File: src/rtl/lp_fp_div_result_buf.sv
// Result buffer placed behind the low-power pipelined FP divider.
// Captures each pushed result {z, status, arrive_id} into a circular buffer.
// Drives accept_n back-pressure from the registered fill level.
// Serves the head entry over valid/ready.
// Tracks launch-order IDs and raises sticky sequence/overflow error flags.
module lp_fp_div_result_buf #(
  parameter int sig_width = 23,
  parameter int exp_width = 8,
  parameter int id_width  = 8,
  parameter int depth     = 4,
  parameter int cnt_width = 3,
  parameter int id_check  = 1
) (
  input  logic                                 clk,
  input  logic                                 rst_n,
  input  logic                                 arrive,
  input  logic                                 push_out_n,
  input  logic [sig_width+exp_width:0]         z,
  input  logic [7:0]                           status,
  input  logic [id_width-1:0]                  arrive_id,
  output logic                                 accept_n,
  output logic                                 out_valid,
  input  logic                                 out_ready,
  output logic [sig_width+exp_width:0]         out_z,
  output logic [7:0]                           out_status,
  output logic [id_width-1:0]                  out_id,
  output logic [cnt_width-1:0]                 level,
  input  logic                                 clr_err,
  output logic                                 seq_err,
  output logic                                 ovf_err
);

  localparam int DW = sig_width + exp_width + 1;
  localparam int EW = DW + 8 + id_width;
  localparam int PW = (depth > 1) ? $clog2(depth) : 1;
  localparam logic [PW-1:0]        LAST_PTR = PW'(depth - 1);
  localparam logic [cnt_width-1:0] FULL_LVL = cnt_width'(depth);

  logic [EW-1:0]        mem_q [depth];
  logic [PW-1:0]        wr_ptr_q, wr_ptr_d;
  logic [PW-1:0]        rd_ptr_q, rd_ptr_d;
  logic [cnt_width-1:0] level_q, level_d;
  logic [id_width-1:0]  exp_id_q, exp_id_d;
  logic                 seq_err_q, seq_err_d;
  logic                 ovf_err_q, ovf_err_d;

  logic                 full, empty, push, pop, wr_en;
  logic [EW-1:0]        head;
  logic                 unused_arrive;

  // arrive only mirrors the divider's own valid; capture is keyed on push_out_n
  assign unused_arrive = arrive;

  assign full  = (level_q == FULL_LVL);
  assign empty = (level_q == '0);
  assign push  = ~push_out_n;
  assign pop   = ~empty & out_ready;
  assign wr_en = push & ~full;

  // Next-state for pointers, level, expected ID and sticky error flags
  always_comb begin
    wr_ptr_d  = wr_ptr_q;
    rd_ptr_d  = rd_ptr_q;
    level_d   = level_q;
    exp_id_d  = exp_id_q;
    seq_err_d = seq_err_q;
    ovf_err_d = ovf_err_q;

    if (wr_en) begin
      wr_ptr_d = (wr_ptr_q == LAST_PTR) ? '0 : wr_ptr_q + 1'b1;
    end
    if (pop) begin
      rd_ptr_d = (rd_ptr_q == LAST_PTR) ? '0 : rd_ptr_q + 1'b1;
    end

    if (wr_en && !pop) begin
      level_d = level_q + 1'b1;
    end else if (!wr_en && pop) begin
      level_d = level_q - 1'b1;
    end

    // A full buffer drops the result; its ID is not checked either
    if (push && full) begin
      ovf_err_d = 1'b1;
    end

    // Mismatch resyncs to the arriving ID so one gap reports only once
    if (wr_en && !clr_err && (id_check != 0)) begin
      if (arrive_id == exp_id_q) begin
        exp_id_d = exp_id_q + 1'b1;
      end else begin
        seq_err_d = 1'b1;
        exp_id_d  = arrive_id + 1'b1;
      end
    end

    // Clear wins over any error raised in the same cycle
    if (clr_err) begin
      seq_err_d = 1'b0;
      ovf_err_d = 1'b0;
      exp_id_d  = '0;
    end
  end

  // Control state register; storage is deliberately outside the reset domain
  always_ff @(posedge clk or negedge rst_n) begin
    if (!rst_n) begin
      wr_ptr_q  <= '0;
      rd_ptr_q  <= '0;
      level_q   <= '0;
      exp_id_q  <= '0;
      seq_err_q <= 1'b0;
      ovf_err_q <= 1'b0;
    end else begin
      wr_ptr_q  <= wr_ptr_d;
      rd_ptr_q  <= rd_ptr_d;
      level_q   <= level_d;
      exp_id_q  <= exp_id_d;
      seq_err_q <= seq_err_d;
      ovf_err_q <= ovf_err_d;
    end
  end

  // Entry storage write; no reset so it can map onto plain registers/RAM
  always_ff @(posedge clk) begin
    if (wr_en) begin
      mem_q[wr_ptr_q] <= {z, status, arrive_id};
    end
  end

  // Fall-through read: head entry is visible the cycle after it was written
  assign head       = mem_q[rd_ptr_q];
  assign out_z      = head[EW-1 -: DW];
  assign out_status = head[id_width+7 -: 8];
  assign out_id     = head[id_width-1:0];

  assign out_valid  = ~empty;
  assign accept_n   = full;
  assign level      = level_q;
  assign seq_err    = seq_err_q;
  assign ovf_err    = ovf_err_q;

endmodule

File: config.mk
export PLATFORM = sky130hd
export DESIGN_NAME = lp_fp_div_result_buf
export DESIGN_NICKNAME = d
export VERILOG_FILES = /design/src/rtl/lp_fp_div_result_buf.sv
export SDC_FILE = /design/constraint.sdc
export NUM_CORES = 1
export LEC_CHECK = 0
export ABC_CLOCK_PERIOD_IN_PS = 3590
export CAP_MARGIN = 20
export CORE_MARGIN = 2
export CORE_UTILIZATION = 36
export CTS_CLUSTER_DIAMETER = 100
export CTS_CLUSTER_SIZE = 16
export DETAILED_ROUTE_END_ITERATION = 16
export PLACE_DENSITY = 0.57
export SKIP_CTS_REPAIR_TIMING = 1
export SYNTH_ARGS = -nofsm -noshare
export SYNTH_HDL_FRONTEND = slang
export SYNTH_SLANG_ARGS = --single-unit
File: constraint.sdc
create_clock -name clk -period 3.59 [get_ports clk]
set_clock_uncertainty 0.05 [all_clocks]
set_input_delay 0.718 -clock clk [delete_from_list [all_inputs] [get_ports clk]]
set_output_delay 0.718 -clock clk [all_outputs]
set_load 0.02 [all_outputs]
; After elaboration in Yosys (flattened, before gate mapping)
; Memories as Yosys holds them, arrays and structs flattened.
; Index checks and enable logic that the tools add are counted.
[totals]
output_inout_bits = 55
register_bits = 17
romBits = 0
in_bits = 54
ram_bits = 192
latch_bits = 0
memories = 1
[mem_list]
columns = memory, depth, word_bits, rd, rd_ports_with_merged_regs, wr, line
row1 = mem_q, 4, 48, 1, 0, 1, 39  ; logic [EW-1:0] mem_q [depth];
[op_classes]
muxes = 14
n_addsub = 6
n_shift = 0
eq_ne = 5
bitwise_logic = 5
reduce_logical = 12
n_div = 0
mul = 0
n_lt_le_gt_ge = 0
[ops]
columns = cell, count
row1 = $mux 8, 3
row2 = $add 8x1->8 const B, 2
row3 = $eq 8x8->1, 1
row4 = $mux 1, 7
row5 = $mux 3, 2
row6 = $reduce_bool 2->1, 3
row7 = $add 2x1->2 const B, 2
row8 = $eq 2x2->1 const B, 2
row9 = $logic_and 1x1->1, 4
row10 = $mux 2, 2
row11 = $add 3x1->3 const B, 1
row12 = $eq 3x3->1 const B, 1
row13 = $logic_not 1->1, 3
row14 = $logic_not 3->1, 1
row15 = $not 1->1, 3
row16 = $sub 3x1->3 const B, 1
row17 = $and 1x1->1, 2
row18 = $ne 2x2->1 const B, 1
row19 = $reduce_and 2->1, 1

; Logic depth before layout (Yosys ltp)
[logic_depth]
word_depth = 7
depth_mapped = 9

; Worst setup path before layout
; No wires, ideal clock.
[synth_path]
path_kind = input to register
from = in push_out_n
to = mem mem_q[3][0] (netlist bit) (enable)
arrival_time_ps = 2195
setup_ps = 410
stages = 3
setup_slack_ps = 935
cell_sequence = nor2_4 > buf_6 > and2_1
[synth_via]
elab_chain_cells = 4
[synth_rtl]
columns = item, line
row1 = from (decl), 17  ; input logic push_out_n,
row2 = $not 1->1, 56  ; assign push = ~push_out_n;
row3 = $and 1x1->1, 58  ; assign wr_en = push & ~full;
row4 = $mux 1, 126  ; if (wr_en) begin
row5 = $mux 1 (implied by the code), 127  ; mem_q[wr_ptr_q] <= {z, status, arrive_id};
row6 = to (decl), 39
; No other way between the ends.

; Worst setup path in the final report
[layout_path]
from = reg rd_ptr_q[1]
to = out out_z[4]
[layout_via]
elab_chain_cells = 1
[layout_rtl]
columns = item, line
row1 = from (decl), 41  ; logic [PW-1:0] rd_ptr_q, rd_ptr_d;
row2 = from (signal assigned), 116  ; rd_ptr_q <= rd_ptr_d;
row3 = $mem_v2 4x48, n/a
row4 = to (decl), 24  ; output logic [sig_width+exp_width:0] out_z,
; No other way between the ends.

==> summary.md <==
| Metric | Value |
|---|---|
| Post-Route WL | 14600 um |
| Period utilisation layout | 0.915 |
| Total negative slack | 0 ns |
| Design area | slightly below 0.01 mm^2 |
| Static Leakage | ~3.2 nW |
| Pwr/cell area | 805 mW/mm^2 |
| Ys async rst share | 0.0813 |
| Slew Viols, Final | 0 |
| CP bufs+invs | 2 |
| Hold path start | seq_err |
| Initial antenna violation count | 0 |
| Core area | 0.0218 mm^2 |
| CTS Root Cell | clkbuf_16 |
| Unique cell type count in the Yosys netlist | 33 |
| Hold crit path type | flip-flop to flip-flop |
| Fmax | 0.304 GHz |
| Largest family of logic cells by synthesized area | multiplexers |
| Crit end category | primary output |
| Mux share of post-synthesis cell area | 0.138 |
| Setup violators final | 0 |
| Worst setup path start | rd_ptr_q[1] |
| Die width | 153 um |
| Critical path type | flip-flop to primary output |
| Internal Power | 5.55 mW |
| CP startpoint kind | flip-flop |
| Largest net degree at the start of global routing | 49 |
| Critical path cell sequence | buf_12, mux4_2, clkdlybuf4s50_1 |
| Worst skew pair latency | between 0.4 and 0.5 ns |
| Switch share | 0.307 |
| Max-slew headroom | 0.463 |
| VDD IR max | ~0.38 mV |
| EDFF count, synth | about 190 |
| Cell family with most CP delay | buffers and inverters |
| Sink Count | roughly 210 |
| Combinational Power Share | 0.360 |
| Vias per cell | between 4 and 5 |
| Psw | 2.46 mW |
| I/O Buffers | 107 |
| Routed vias | 3758 |
| H-Tree Level Count | 1 |
| Initial Util | 0.366 |
| Sequential power share | 0.428 |
| Average routed wire per standard cell | 19.2 um |
| Power Total | roughly 8 mW |
| Die span in y | 153 um |
| Worst-margin pin slew | between 0.8 and 0.9 ns |
| Net Count, Synth | 412 |
| Num ports | 109 |
| Max-Cap Viols | 0 |
| CTS buffer count | 17 |
| Commonest cells after routing, fill and taps aside | 192 x edfxtp_1, 107 x clkdlybuf4s50_1, 48 x mux4_2, 17 x clkbuf_16, 15 x dfrtp_1 |
| RePlAce Congestion | 0.707 |
| Compound-Gate Fraction of Synth Area | 0.0140 |
| Post-synthesis simple-gate area fraction | 0.0253 |
| Fin. Hold Viols | 0 |
| Share of post-route cells with drive strength above 1 | 0.200 |
| Layout area overhead | 24.8% |
| Die footprint | 0.0233 mm^2 |
| Multi-input gate area | 0.00167 mm^2 |
| Req. time, crit path | 2.82 ns |
| Hpwl dp | 8740 um |
| Status | complete, no violations |
| Ys Warns | 0 |
| Syn avg cell area | 22.7 um^2 |
| Synth Area in Adders | 0.0119 |
| RSZ-0062 raised after global routing | no |
| Cell area after synthesis | 0.00797 mm^2 |
| Bufs on Longest Clock Path | 3 |
| Prevailing post-synth register cell | edfxtp_1 |
| Detailed-route DRC error count | 0 |
| FF+latch area | 0.00620 mm^2 |
| Vias in the first global route | ~4000 |
| Number of DRC markers in iteration 0 | roughly 130 |
| Total grt overflow | 0 |
| #FFs+latches synth | 209 |
| Most common cell after layout, fill and taps aside | edfxtp_1 |
| Clock share of power | 0.213 |
| Post-synthesis xor/xnor area fraction | 0.0198 |
| Clk pin slew, worst setup/hold paths | 0.07 ns |
| Mapped Cells | 351 |
| CTS tree | done |
| Sequential area share after synthesis | 0.777 |
| Site row count | 54 |
| Worst-path fanout max | 27 |
| GRT Total Usage | 0.126 |
| DR pass1 iterations | 4 |
| Global-route wire length before repair | 22900 um |
| # diodes | 0 |
| Arrival @ worst endpoint | 2.52 ns |
| Reg-to-reg startpoint | level[1] |
| Critical path's slowest cell | dfrtp_2 |
| Final Critical Period | 3.28 ns |
| Nets | 534 |
| Max stage delay on crit path | between 0.8 and 0.9 ns |
| Placed Area | between 0.009 and 0.01 mm^2 |
| Fill count | 1834 |
| Post-route ant nets | 0 |
==> worst paths after layout <==
path                                     to  slack (ns)  cells past startpoint
worst max-delay path               out_z[4]        0.31                      3
worst min-delay path                seq_err        0.45                      2
worst max register to register     level[2]        1.33                      8
worst min register to register      seq_err        0.45                      2
max in group asynchronous       rd_ptr_q[0]        2.24                      1
min in group asynchronous       exp_id_q[7]        0.66                      1
==> per-layer routing <==
layer / vias up / GRT usage / share of wire
li1: 1681 / - / -
met1: 1961 / 0.173 / 0.45
met2: 99 / 0.205 / 0.48
met3: 17 / 0.0347 / 0.061
met4: 0 / 0.0260 / 0.011
met5: - / 0 / 0
==> cells in the mapped netlist, drive strengths merged (2+ instances only) <==
library cell	instances	share of area
a211oi	8	0.010
mux4	48	0.14
xnor2	14	0.015
nand4	3	0.0042
mux2	2	0.0028
buf	14	0.011
inv	5	0.0024
ha	6	0.0094
dfrtp	17	0.053
edfxtp	192	0.72
and2	4	0.0031
nand3	2	0.0013
o21ai	2	0.0013
nand2	5	0.0027
nor2	16	0.0094
xor2	4	0.0044
==> state kept, by name, indices dropped and copies added (netlist names) <==
name	flops
wr_ptr_q	2
ovf_err	1
mem_q	192
rd_ptr_q	2
seq_err	1
level	3
exp_id_q	8
==> power groups by stage <==
stage,registers (mW),clock network (mW),logic (mW)
CTS,3.44,1.78,2.96
finish,3.43,1.70,2.88
global route,3.48,1.87,3.09
global placement,3.46,0,2.93
detailed placement,3.50,0,2.95
floorplan,3.38,0,1.76
==> logic make-up after synthesis <==
kind of cell / after synthesis
AOI/OAI and AO/OA: 13
xor gates and xnor gates: 18
adders and majority gates: 7
buffers and inverters: 20
DFF: 209
muxes: 50
and+or+nand+nor: 34
==> metrics by stage <==
stage	hold WS, ns	setup slack [ns]	util	std cells
after floorplan	0.372	0.935	-	351
after global placement	0.420	0.751	0.435	734
after detailed placement	0.417	0.741	0.435	734
after CTS	0.446	0.224	0.457	764
after global routing	0.489	0.173	0.457	764
final	0.446	0.306	0.457	764
==> worst min-delay path, stage by stage (launching register included) <==
cell and delay [ns]:
dfrtp_1 0.35, nand2b_1 0.06, o41ai_1 0.05
==> final cells by class <==
cell class / count / share of cell area
multi-input combinational: 122 / 0.168
tap: 280 / 0.0352
clock inverter: 2 / 0.00252
inverter: 5 / 0.00189
clock buffer: 28 / 0.0469
timing repair buffer: 118 / 0.122
sequential: 209 / 0.623
(Power assumes the default switching activity.)
